==> config.mk <==
export PLATFORM = sky130hd
export DESIGN_NAME = sram_axi_bridge_mo
export DESIGN_NICKNAME = d
export VERILOG_FILES = /design/src/rtl/sram_axi_bridge_mo.sv
export SDC_FILE = /design/constraint.sdc
export NUM_CORES = 1
export LEC_CHECK = 0
export ABC_AREA = 1
export CORE_AREA = 2 2 167 169
export CTS_CLUSTER_DIAMETER = 100
export CTS_CLUSTER_SIZE = 10
export DETAILED_ROUTE_END_ITERATION = 12
export DIE_AREA = 0 0 169 171
export PLACE_DENSITY = 0.62
export SYNTH_ARGS = -nofsm -noshare
export SYNTH_HDL_FRONTEND = slang
export SYNTH_SLANG_ARGS = --single-unit
==> constraint.sdc <==
create_clock -name i_clk -period 4.2 [get_ports i_clk]
set_input_delay 0.84 -clock i_clk [delete_from_list [all_inputs] [get_ports i_clk]]
set_output_delay 0.84 -clock i_clk [all_outputs]
set_load 0.05 [all_outputs]
==> src/rtl/sram_axi_bridge_mo.sv <==
// rtl/sram_axi_bridge_mo.sv - two SRAM-like ports (inst read-only, data read/write) onto one AXI3 master.
// One AR slot shared by both ports, per-ID outstanding counters, single outstanding write.
module sram_axi_bridge_mo #(
  parameter int ADDR_W = 32,
  parameter int DATA_W = 32,
  parameter int MAX_RD = 4
) (
  input  logic                i_clk,
  input  logic                i_reset,
  input  logic                i_inst_req,
  input  logic                i_inst_wr,
  input  logic [2:0]          i_inst_size,
  input  logic [DATA_W/8-1:0] i_inst_wstrb,
  input  logic [ADDR_W-1:0]   i_inst_addr,
  input  logic [DATA_W-1:0]   i_inst_wdata,
  output logic [DATA_W-1:0]   o_inst_rdata,
  output logic                o_inst_addr_ok,
  output logic                o_inst_data_ok,
  input  logic                i_data_req,
  input  logic                i_data_wr,
  input  logic [2:0]          i_data_size,
  input  logic [DATA_W/8-1:0] i_data_wstrb,
  input  logic [ADDR_W-1:0]   i_data_addr,
  input  logic [DATA_W-1:0]   i_data_wdata,
  output logic [DATA_W-1:0]   o_data_rdata,
  output logic                o_data_addr_ok,
  output logic                o_data_data_ok,
  output logic [3:0]          o_arid,
  output logic [ADDR_W-1:0]   o_araddr,
  output logic [7:0]          o_arlen,
  output logic [2:0]          o_arsize,
  output logic [1:0]          o_arburst,
  output logic [1:0]          o_arlock,
  output logic [3:0]          o_arcache,
  output logic [2:0]          o_arprot,
  output logic                o_arvalid,
  input  logic                i_arready,
  input  logic [3:0]          i_rid,
  input  logic [DATA_W-1:0]   i_rdata,
  input  logic [1:0]          i_rresp,
  input  logic                i_rlast,
  input  logic                i_rvalid,
  output logic                o_rready,
  output logic [3:0]          o_awid,
  output logic [ADDR_W-1:0]   o_awaddr,
  output logic [7:0]          o_awlen,
  output logic [2:0]          o_awsize,
  output logic [1:0]          o_awburst,
  output logic [1:0]          o_awlock,
  output logic [3:0]          o_awcache,
  output logic [2:0]          o_awprot,
  output logic                o_awvalid,
  input  logic                i_awready,
  output logic [3:0]          o_wid,
  output logic [DATA_W-1:0]   o_wdata,
  output logic [DATA_W/8-1:0] o_wstrb,
  output logic                o_wlast,
  output logic                o_wvalid,
  input  logic                i_wready,
  input  logic [3:0]          i_bid,
  input  logic [1:0]          i_bresp,
  input  logic                i_bvalid,
  output logic                o_bready
);
  localparam int CW = $clog2(MAX_RD + 1);
  localparam logic [CW-1:0] MAX_C = CW'(MAX_RD);

  logic                r_arvalid, r_awvalid, r_wvalid, r_wr_busy, r_rdy;
  logic [3:0]          r_arid;
  logic [ADDR_W-1:0]   r_araddr, r_awaddr;
  logic [2:0]          r_arsize, r_awsize;
  logic [DATA_W-1:0]   r_wdata, r_inst_rdata, r_data_rdata;
  logic [DATA_W/8-1:0] r_wstrb;
  logic [CW-1:0]       r_cnt0, r_cnt1;
  logic                r_inst_data_ok, r_data_data_ok;

  logic w_slot_free, w_raw_hit, w_data_rd_ok, w_data_wr_ok, w_inst_ok;
  logic w_r_hit0, w_r_hit1, w_b_hit, w_unused;

  assign w_slot_free  = ~r_arvalid | i_arready;
  assign w_raw_hit    = r_wr_busy & (i_inst_addr[ADDR_W-1:2] == r_awaddr[ADDR_W-1:2]);
  assign w_data_rd_ok = ~i_reset & i_data_req & ~i_data_wr & w_slot_free & (r_cnt1 < MAX_C) & ~r_wr_busy;
  // Data read outranks an instruction fetch for the single AR slot.
  assign w_inst_ok    = ~i_reset & i_inst_req & ~i_inst_wr & w_slot_free & (r_cnt0 < MAX_C)
                        & ~w_raw_hit & ~w_data_rd_ok;
  assign w_data_wr_ok = ~i_reset & i_data_req & i_data_wr & ~r_wr_busy & (r_cnt1 == '0)
                        & ~(r_arvalid & (r_arid == 4'd1));

  assign w_r_hit0 = r_rdy & i_rvalid & (i_rid == 4'd0) & (r_cnt0 != '0);
  assign w_r_hit1 = r_rdy & i_rvalid & (i_rid == 4'd1) & (r_cnt1 != '0);
  assign w_b_hit  = r_rdy & i_bvalid & r_wr_busy;

  always_ff @(posedge i_clk) begin
    if (i_reset) begin
      r_arvalid <= 1'b0;
      r_arid    <= '0;
      r_araddr  <= '0;
      r_arsize  <= '0;
    end else if (w_data_rd_ok | w_inst_ok) begin
      r_arvalid <= 1'b1;
      r_arid    <= w_data_rd_ok ? 4'd1 : 4'd0;
      r_araddr  <= w_data_rd_ok ? i_data_addr : i_inst_addr;
      r_arsize  <= w_data_rd_ok ? i_data_size : i_inst_size;
    end else if (i_arready) begin
      r_arvalid <= 1'b0;
    end
  end

  always_ff @(posedge i_clk) begin
    if (i_reset) begin
      r_cnt0 <= '0;
      r_cnt1 <= '0;
    end else begin
      if (w_inst_ok & ~w_r_hit0)      r_cnt0 <= r_cnt0 + CW'(1);
      else if (~w_inst_ok & w_r_hit0) r_cnt0 <= r_cnt0 - CW'(1);
      if (w_data_rd_ok & ~w_r_hit1)      r_cnt1 <= r_cnt1 + CW'(1);
      else if (~w_data_rd_ok & w_r_hit1) r_cnt1 <= r_cnt1 - CW'(1);
    end
  end

  always_ff @(posedge i_clk) begin
    if (i_reset) begin
      r_wr_busy <= 1'b0;
      r_awvalid <= 1'b0;
      r_wvalid  <= 1'b0;
      r_awaddr  <= '0;
      r_awsize  <= '0;
      r_wdata   <= '0;
      r_wstrb   <= '0;
    end else if (w_data_wr_ok) begin
      r_wr_busy <= 1'b1;
      r_awvalid <= 1'b1;
      r_wvalid  <= 1'b1;
      r_awaddr  <= i_data_addr;
      r_awsize  <= i_data_size;
      r_wdata   <= i_data_wdata;
      r_wstrb   <= i_data_wstrb;
    end else begin
      if (w_b_hit)   r_wr_busy <= 1'b0;
      if (i_awready) r_awvalid <= 1'b0;
      if (i_wready)  r_wvalid  <= 1'b0;
    end
  end

  always_ff @(posedge i_clk) begin
    if (i_reset) begin
      r_rdy          <= 1'b0;
      r_inst_rdata   <= '0;
      r_data_rdata   <= '0;
      r_inst_data_ok <= 1'b0;
      r_data_data_ok <= 1'b0;
    end else begin
      r_rdy          <= 1'b1;
      r_inst_data_ok <= w_r_hit0;
      r_data_data_ok <= w_r_hit1 | w_b_hit;
      if (w_r_hit0) r_inst_rdata <= i_rdata;
      if (w_r_hit1) r_data_rdata <= i_rdata;
    end
  end

  assign o_inst_rdata   = r_inst_rdata;
  assign o_inst_addr_ok = w_inst_ok;
  assign o_inst_data_ok = r_inst_data_ok;
  assign o_data_rdata   = r_data_rdata;
  assign o_data_addr_ok = w_data_rd_ok | w_data_wr_ok;
  assign o_data_data_ok = r_data_data_ok;
  assign o_arid    = r_arid;
  assign o_araddr  = r_araddr;
  assign o_arlen   = 8'd0;
  assign o_arsize  = r_arsize;
  assign o_arburst = 2'b01;
  assign o_arlock  = 2'b00;
  assign o_arcache = 4'd0;
  assign o_arprot  = 3'd0;
  assign o_arvalid = r_arvalid;
  assign o_rready  = r_rdy;
  assign o_awid    = 4'd1;
  assign o_awaddr  = r_awaddr;
  assign o_awlen   = 8'd0;
  assign o_awsize  = r_awsize;
  assign o_awburst = 2'b01;
  assign o_awlock  = 2'b00;
  assign o_awcache = 4'd0;
  assign o_awprot  = 3'd0;
  assign o_awvalid = r_awvalid;
  assign o_wid     = 4'd1;
  assign o_wdata   = r_wdata;
  assign o_wstrb   = r_wstrb;
  assign o_wlast   = 1'b1;
  assign o_wvalid  = r_wvalid;
  assign o_bready  = r_rdy;

  assign w_unused = ^{i_inst_wstrb, i_inst_wdata, i_rresp, i_rlast, i_bid, i_bresp};
endmodule

-- After elaboration in Yosys (flattened, before gate mapping)
Cells that the tools add are included.
- logic and storage cells: 96
- register bits: 187
- input port bits: 198
- output and inout bits: 230
- $lt $le $gt $ge: 2
- bitwise logic cells: 43
- multiplexer cells: 16
- reductions and logical operators: 10
- equality and inequality tests: 3
- add/subtract/negate cells: 4
- operators with widths (kind ; count):
    $mux 32 ; 1
    $eq 30x30->1 ; 1
    $and 1x1->1 ; 28
    $mux 3 ; 5
    $reduce_bool 2->1 ; 6
    $not 1->1 ; 11
    $mux 1 ; 10
    $eq 4x1->1 const B ; 2
    $add 3x1->3 const B ; 2
    $lt 3x3->1 const B ; 2
    $reduce_bool 3->1 ; 2
    $sub 3x1->3 const B ; 2
    $logic_not 4->1 ; 1
    $or 1x1->1 ; 4
    $logic_not 3->1 ; 1

-- Logic depth before layout (Yosys ltp)
Gate-level depths: netlist (run 1).
- depth in word-level cells: 12
- mapped depth: 18
- gate-level depth less buffers: 18

-- Least setup slack after synthesis (run 1)
No wires, ideal clock.
- kind: input port to flip-flop
- start point: input i_reset
- end point: register r_cnt0[2]
- cell stages on the path: 15
- library setup time: 122 ps
- required time: 4078 ps
- buffers on the path: 2
- path slack: 1033 ps
- arrival: 3045 ps
- cell sequence: buf_4 inv_4 nand2_2 nor2_2 nand2_4 clkbuf_1 nand3_1 inv_1 ha_1 inv_1 fa_1 a21oi_1 o21ai_0 o21ai_0 a21oi_1
- word-level cells in the longest chain between the ends: 11
- elaborated cells between the ends (all ways): 18
- those cells by class: mux (1); bitwise (16); reduce/logical (1)
- RTL lines (what ; RTL line ; RTL):
    start, declared ; 9 ; input logic i_reset,
    $not 1->1 * ; 82, 84 ;
    $and 1x1->1 (5 in series) ; 82 ; assign w_data_rd_ok = ~i_reset & i_data_req & ~i_data_wr & w_slot_free & (r_cnt1 < MAX_C) & ~r_wr_busy;
    $not 1->1 ; 85 ; & ~w_raw_hit & ~w_data_rd_ok;
    $and 1x1->1 * ; 85 ;
    named net o_inst_addr_ok ; 17 ; output logic o_inst_addr_ok,
    $not 1->1 ; 115 ; else if (~w_inst_ok & w_r_hit0) r_cnt0 <= r_cnt0 - CW'(1);
    $and 1x1->1 ; 115 ;
    $reduce_bool 2->1 (no line) ; - ;
    end signal, assigned ; 114 ; if (w_inst_ok & ~w_r_hit0) r_cnt0 <= r_cnt0 + CW'(1);
    end signal, assigned ; 115 ;
    end, declared ; 74 ; logic [CW-1:0] r_cnt0, r_cnt1;
Mark *: on every way through the listed nets, which the timed path passes. The rest lies on a longest branch.
A chain may end at the register's enable or synchronous reset.

-- Worst setup path after layout (run 1)
- start point: input i_inst_addr[8]
- end point: output o_inst_addr_ok
- word-level cells in the longest chain between the ends: 5
- RTL lines (what ; RTL line ; RTL):
    start, declared ; 14 ; input logic [ADDR_W-1:0] i_inst_addr,
    $eq 30x30->1 ; 81 ; assign w_raw_hit = r_wr_busy & (i_inst_addr[ADDR_W-1:2] == r_awaddr[ADDR_W-1:2]);
    $and 1x1->1 ; 81 ;
    $not 1->1 ; 85 ;
    $and 1x1->1 (2 in series) ; 85 ;
    end, declared ; 17 ;
Every way passes these cells.

==> flow_summary.json, run 1 <==
{
  "synth_area_leader_cell": "dfxtp_1",
  "netlist_area_sq_um": 7915,
  "end_kind": "output port",
  "ys_ff_latch": 184,
  "viasPerCell": 4.471,
  "ir_drop_uv": 239.2,
  "fmax_mhz": 289.3,
  "seq_area_frac_synth": 0.4654,
  "grt_pass1_wl_mm": 40.12,
  "final_area_sq_um": 11870,
  "ys_types": 28,
  "fin_crit_sh": 0.8229,
  "start_util": 0.2897,
  "antenna_found_initial": 2,
  "arrival_ps": 2620,
  "max-slew-margin-rel": 0.3936,
  "syn_inst": 1099,
  "finalMaxSlewViolations": 0,
  "utilization": 0.4345,
  "gp_congestion": 0.8148,
  "layout_common_cells": "clkdlybuf4s50_1 (329), nor2_1 (231), dfxtp_1 (184)",
  "finalSetupTns_ps": 0,
  "layout_commonest_cell": "clkdlybuf4s50_1",
  "syn_area_per_cell_sq_um": 7.202,
  "cts_sinks": 184,
  "dp_hpwl_mm": 18.97,
  "nNetsFinal": 1597,
  "io_pins": 428,
  "detail-route-antenna-nets": 0,
  "tritoncts": "built",
  "die_h_um": 171,
  "post_cts_buffers": 0,
  "htreeDepth": 4,
  "status": "finished, final reports clean",
  "area_growth_pct": 49.98,
  "powerDensity_nw_per_um2": 372.6,
  "cts_made_buffers": 17,
  "layout-drive-gt1-share": 0.04332,
  "insertion_delay_ps": 420,
  "core_sq_um": 27320,
  "die_x_um": 169,
  "setup_viol": 0,
  "yosys-top-cells-area": "dfxtp_1 (47%), nor2_1 (11%), o21ai_0 (9.9%)",
  "synth_warnings": 0,
  "cts_hold_buffers": 0,
  "grt_pass1_vias": 7289,
  "wire_per_inst_um": 15.16,
  "ctsResizeCount": 0,
  "hold_class": "reg -> reg",
  "grt_usage": 0.1776,
  "path_max_fanout": 2,
  "row_count": 61,
  "hold_violations": 0,
  "yosysTopAreaCellShare": 0.4654,
  "start_kind": "input port",
  "grt_max_degree": 106,
  "finClkSkew_ps": 12.79,
  "path_class": "in -> out",
  "port_buffers": 332,
  "grt-ovfl-total": 0,
  "cts_max_path_buffers": 2,
  "fin_crit_ps": 3456,
  "leakage_uw": 0.004634,
  "max_cap_viol_count": 0,
  "die_area_sq_um": 28900,
  "drc": 0,
  "route.vias.total": 7851,
  "rsz0062_at_grt": "no",
  "dpl_cell_area_sq_um": 11270,
  "path_clk_slew_ps": 70,
  "tightest_slew_ps": 909.5,
  "firstDrtPassIters": 4,
  "routed_wl_mm": 26.62,
  "required_ps": 3360,
  "cts-root-buf": "clkbuf_16",
  "drtIter0Drc": 525
}
==> Yosys cell counts <==
master / number
xnor2_1: 6
buf_6: 3
nand2_1: 162
ha_1: 2
inv_1: 89
nor2_1: 231
nor4_4: 1
or2_2: 1
o21ai_1: 10
conb_1: 2
buf_4: 57
a211oi_1: 13
fa_1: 2
nand3_1: 40
o21ai_0: 156
buf_2: 11
nand2_2: 2
inv_2: 3
xor2_1: 1
nor2_2: 2
a21oi_1: 70
o211ai_1: 1
nand2_4: 3
nand4_1: 1
clkbuf_1: 44
inv_4: 1
nor3_2: 1
dfxtp_1: 184
==> logic make-up (layout without fill, tap and decap cells) <==
kind of cell,Yosys count,in the layout,share of synthesized area
simple gates,444,444,0.2246
flops,184,184,0.4654
other cells,2,52,0.0009488
xor+xnor,7,7,0.007746
fa+ha+maj,4,4,0.008220
buf+inv,208,469,0.1306
compound gates,250,250,0.1625
==> state kept, by name (all words and copies together), names as in the netlist, 3 cells and up <==
signal,flops
o_awsize,3
r_cnt0,3
r_cnt1,3
o_data_rdata,32
o_arsize,3
o_wstrb,4
o_awaddr,32
o_araddr,32
o_inst_rdata,32
o_wdata,32
==> critical path, cell delays in order <==
cell and delay [ps]:
clkdlybuf4s50_1 440, xnor2_1 270, nand2_1 90, nor2_1 170, nand2_1 70, nor2_1 140
nand2_1 130, nand3_1 140, inv_1 150, buf_12 180
==> power breakdown <==
part           total, uW  internal (uW)  switching, uW  leakage (uW)
logic                933            331            602       0.00285
registers           1860           1810           43.6       0.00149
clock network       1630            818            815      0.000289
total               4420           2960           1460       0.00463
==> final timing paths <==
check                 startpoint        endpoint  slack, ps  cells after the start
setup reg to reg     o_awaddr[8]       r_cnt0[1]       1620                     13
hold / removal         o_awvalid       o_awvalid        470                      2
setup / recovery  i_inst_addr[8]  o_inst_addr_ok        740                     10
hold reg to reg        o_awvalid       o_awvalid        470                      2
==> per-stage QoR <==
step                      total power (uW)  hold WS (ps)  std cells  setup slack [ps]
final                                 4423         474.9       1756             743.7
after floorplan                       2505         458.8       1147              1033
after global placement                2827         457.5       1722             640.3
after global routing                  4614         503.4       1756             601.8
after CTS                             4480         477.2       1754             642.4
after detailed placement              2834         464.5       1722             589.9
==> layout make-up <==
type                       instances  area [sq um]
clock buffer                      18         439.2
antenna                            2         5.005
tap                              346         432.9
timing repair buffer             344          3428
multi-input combinational        755          3378
sequential                       184          3684
clock inverter                    14         152.6
inverter                          93         351.6
fill                            2852         15450
==> layer usage <==
layer / up-vias / routed length [um] / GRT usage / share of wire
met2: 263 / 13020 / 0.3158 / 0.49
met1: 3595 / 11130 / 0.2041 / 0.42
met5: - / 0 / 0 / 0
li1: 3975 / - / - / -
met4: 0 / 379 / 0.05091 / 0.014
met3: 18 / 2099 / 0.05783 / 0.079
Power figures use the tool's default switching activity.
==> run 2: changes to the inputs <==
--- a/config.mk
+++ b/config.mk
@@ -6,12 +6,12 @@
 export NUM_CORES = 1
 export LEC_CHECK = 0
 export ABC_AREA = 1
-export CORE_AREA = 2 2 167 169
+export CORE_AREA = 2 2 166 168
 export CTS_CLUSTER_DIAMETER = 100
 export CTS_CLUSTER_SIZE = 10
 export DETAILED_ROUTE_END_ITERATION = 12
-export DIE_AREA = 0 0 169 171
-export PLACE_DENSITY = 0.62
+export DIE_AREA = 0 0 168 170
+export PLACE_DENSITY = 0.65
 export SYNTH_ARGS = -nofsm -noshare
 export SYNTH_HDL_FRONTEND = slang
 export SYNTH_SLANG_ARGS = --single-unit
==> constraint.sdc (replaced) <==
create_clock -name i_clk -period 3.15 [get_ports i_clk]
set_input_delay 0.63 -clock i_clk [delete_from_list [all_inputs] [get_ports i_clk]]
set_output_delay 0.63 -clock i_clk [all_outputs]
set_load 0.05 [all_outputs]
==> run 2 against run 1 <==
  * Combinational power rose by 34%
  * Clock skew rose by 4.7 ps
  * Sequential share of layout area fell by 0.24 points
  * Register-to-register slack got worse by 790 ps
  * Critical path depth rose by 1
  * Sequential power rose by 33%
  * Core utilization rose by 1.4 points
  * First-iteration DRC count fell by 12%
==> flow_summary.json, run 2 (synthesis gave the netlist of run 1 again) <==
{
  "layout_common_cells": "clkdlybuf4s50_1 (329), nor2_1 (230), dfxtp_1 (184)",
  "p_int_uw": 3944,
  "detail-route-antenna-nets": 0,
  "clkPwrFrac": 0.368,
  "dp_hpwl_mm": 19.46,
  "busiest_layer": "met2",
  "cts_made_buffers": 17,
  "met2_usage": 0.3146,
  "path_class": "in -> out",
  "row_count": 60,
  "grtUsageMet3": 0.05907,
  "required_ps": 2520,
  "die_area_sq_um": 28560,
  "grt_pass1_vias": 7478,
  "regArea_sq_um": 3684,
  "finClkSkew_ps": 17.53,
  "path_cells": "clkdlybuf4s50_1 -> xnor2_1 -> nand2_1 -> nor2_1 -> nand2_1 -> nor2_2 -> nand2_2 -> nand3_1 -> inv_1 -> buf_4 -> buf_4",
  "tightest_slew_ps": 660.1,
  "start_kind": "input port",
  "fin_crit_ps": 2955,
  "nNetsFinal": 1604,
  "place_ws_ps": 18.68,
  "crit_path_top_delay_cell": "clkdlybuf4s50_1",
  "layout_commonest_cell": "clkdlybuf4s50_1",
  "die_h_um": 170,
  "dp_cells": 1724,
  "grt-ovfl-total": 0,
  "path_delay_family": "buffers and inverters",
  "area_growth_pct": 51.14,
  "max-slew-margin-rel": 0.5599,
  "viasPerCell": 4.512,
  "rsz0062_at_grt": "no",
  "tritoncts": "built",
  "htreeDepth": 4,
  "max_cap_viol_count": 0,
  "setup_viol": 0,
  "grt_use_met1": 0.2215,
  "fin_crit_sh": 0.9381,
  "p_comb_frac": 0.213,
  "switching_share": 0.3320,
  "finalWorstSetupSlack_ps": 194.9,
  "die_x_um": 168,
  "start_util": 0.2970,
  "utilization": 0.4489,
  "antenna_found_initial": 2,
  "hold_violations": 0,
  "slowest_delay_ps": 500,
  "drc": 0,
  "multi_input_area_sq_um": 3383,
  "grt_max_degree": 133,
  "pwr-share-seq": 0.420,
  "drtIter0Drc": 461,
  "end_kind": "output port",
  "netSwitchingPower_uw": 1960,
  "routed_wl_mm": 26.80,
  "cts_max_path_buffers": 2,
  "cts_sinks": 184,
  "hold_class": "reg -> reg",
  "io_pins": 428,
  "firstDrtPassIters": 4,
  "fillers": 2702,
  "gp_congestion": 0.7878,
  "grt_usage": 0.1846,
  "powerDensity_nw_per_um2": 493.6,
  "leakage_uw": 0.004684,
  "layout-drive-gt1-share": 0.04947,
  "diodes": 0,
  "ir_drop_uv": 247.4,
  "cts_hold_buffers": 0,
  "port_buffers": 332,
  "cts-root-buf": "clkbuf_16",
  "fmax_mhz": 338.4,
  "route.vias.total": 7923,
  "path_buf_inv": 4,
  "arrival_ps": 2330,
  "finalMaxSlewViolations": 0,
  "path_max_fanout": 2,
  "grt_pass1_wl_mm": 41.21,
  "path_clk_slew_ps": 80,
  "finalSetupTns_ps": 0,
  "insertion_delay_ps": 430,
  "fin_cells": 1756,
  "wire_per_inst_um": 15.26,
  "core_sq_um": 26650,
  "status": "finished, final reports clean"
}
run 2: changes by cell type in the layout (fill, tap and decap cells not counted):
cell,delta
nor2_1,-1
inv_8,-1
nand2_2,+1
clkinv_4,+1
clkinv_8,+1
inv_12,+1
buf_4,+4
nand2_1,-1
buf_12,+3
nor2_2,+1
diode_2,-2
clkbuf_8,-1
inv_6,-1
run 2: through the flow:
step           hold slack, ps  total power [uW]  instance area (sq um)
2_1_floorplan           458.8              3340                   8095
3_3_place_gp            460.0              3785                  11360
3_5_place_dp            460.1              3795                  11360
4_1_cts                 473.1              5993                  11960
5_1_grt                 497.8              6190                  11960
6_report                471.1              5904                  11960
run 2: power by group through the flow:
stage	logic (uW)	clock network, uW	registers [uW]
after detailed placement	1260	0	2530
after CTS	1270	2250	2480
final	1250	2170	2480
after floorplan	512	0	2830
after global placement	1260	0	2530
after global routing	1350	2350	2490
run 2: cell type report:
| cell class | count | area share |
|---|---|---|
| clock inverters | 15 | 0.01454 |
| inverters | 93 | 0.02939 |
| multi-input cells | 755 | 0.2828 |
| well taps | 341 | 0.03567 |
| clock buffers | 17 | 0.03556 |
| repair buffers | 351 | 0.2941 |
| flip-flops and latches | 184 | 0.3079 |
run 2: what timing repair did:
| action | in CTS | in global routing |
|---|---|---|
| gates resized for setup | 0 | 2 |
| setup buffers | 0 | 0 |
| setup endpoints to repair | 0 | 1 |
run 2: worst reg2reg max path: cells and delay by family (launching register included):
family,cells,cell delay [ps]
and+or+nand+nor,8,740
DFF,1,390
buffers and inverters,4,270
adders and majority gates,2,600
AOI/OAI and AO/OA,2,200
run 2: worst paths after layout:
path                   from             end  slack (ps)  cells past startpoint
max          i_inst_addr[8]  o_inst_addr_ok         190                     11
max reg2reg    o_awaddr[20]       r_cnt0[1]         830                     16
min reg2reg        o_wvalid        o_wvalid         470                      2
min                o_wvalid        o_wvalid         470                      2
run 2: layer usage:
layer	vias to the layer above	wire, um
met4	4	497
met2	289	12710
met3	30	2115
met5	-	30
li1	3997	-
met1	3603	11440
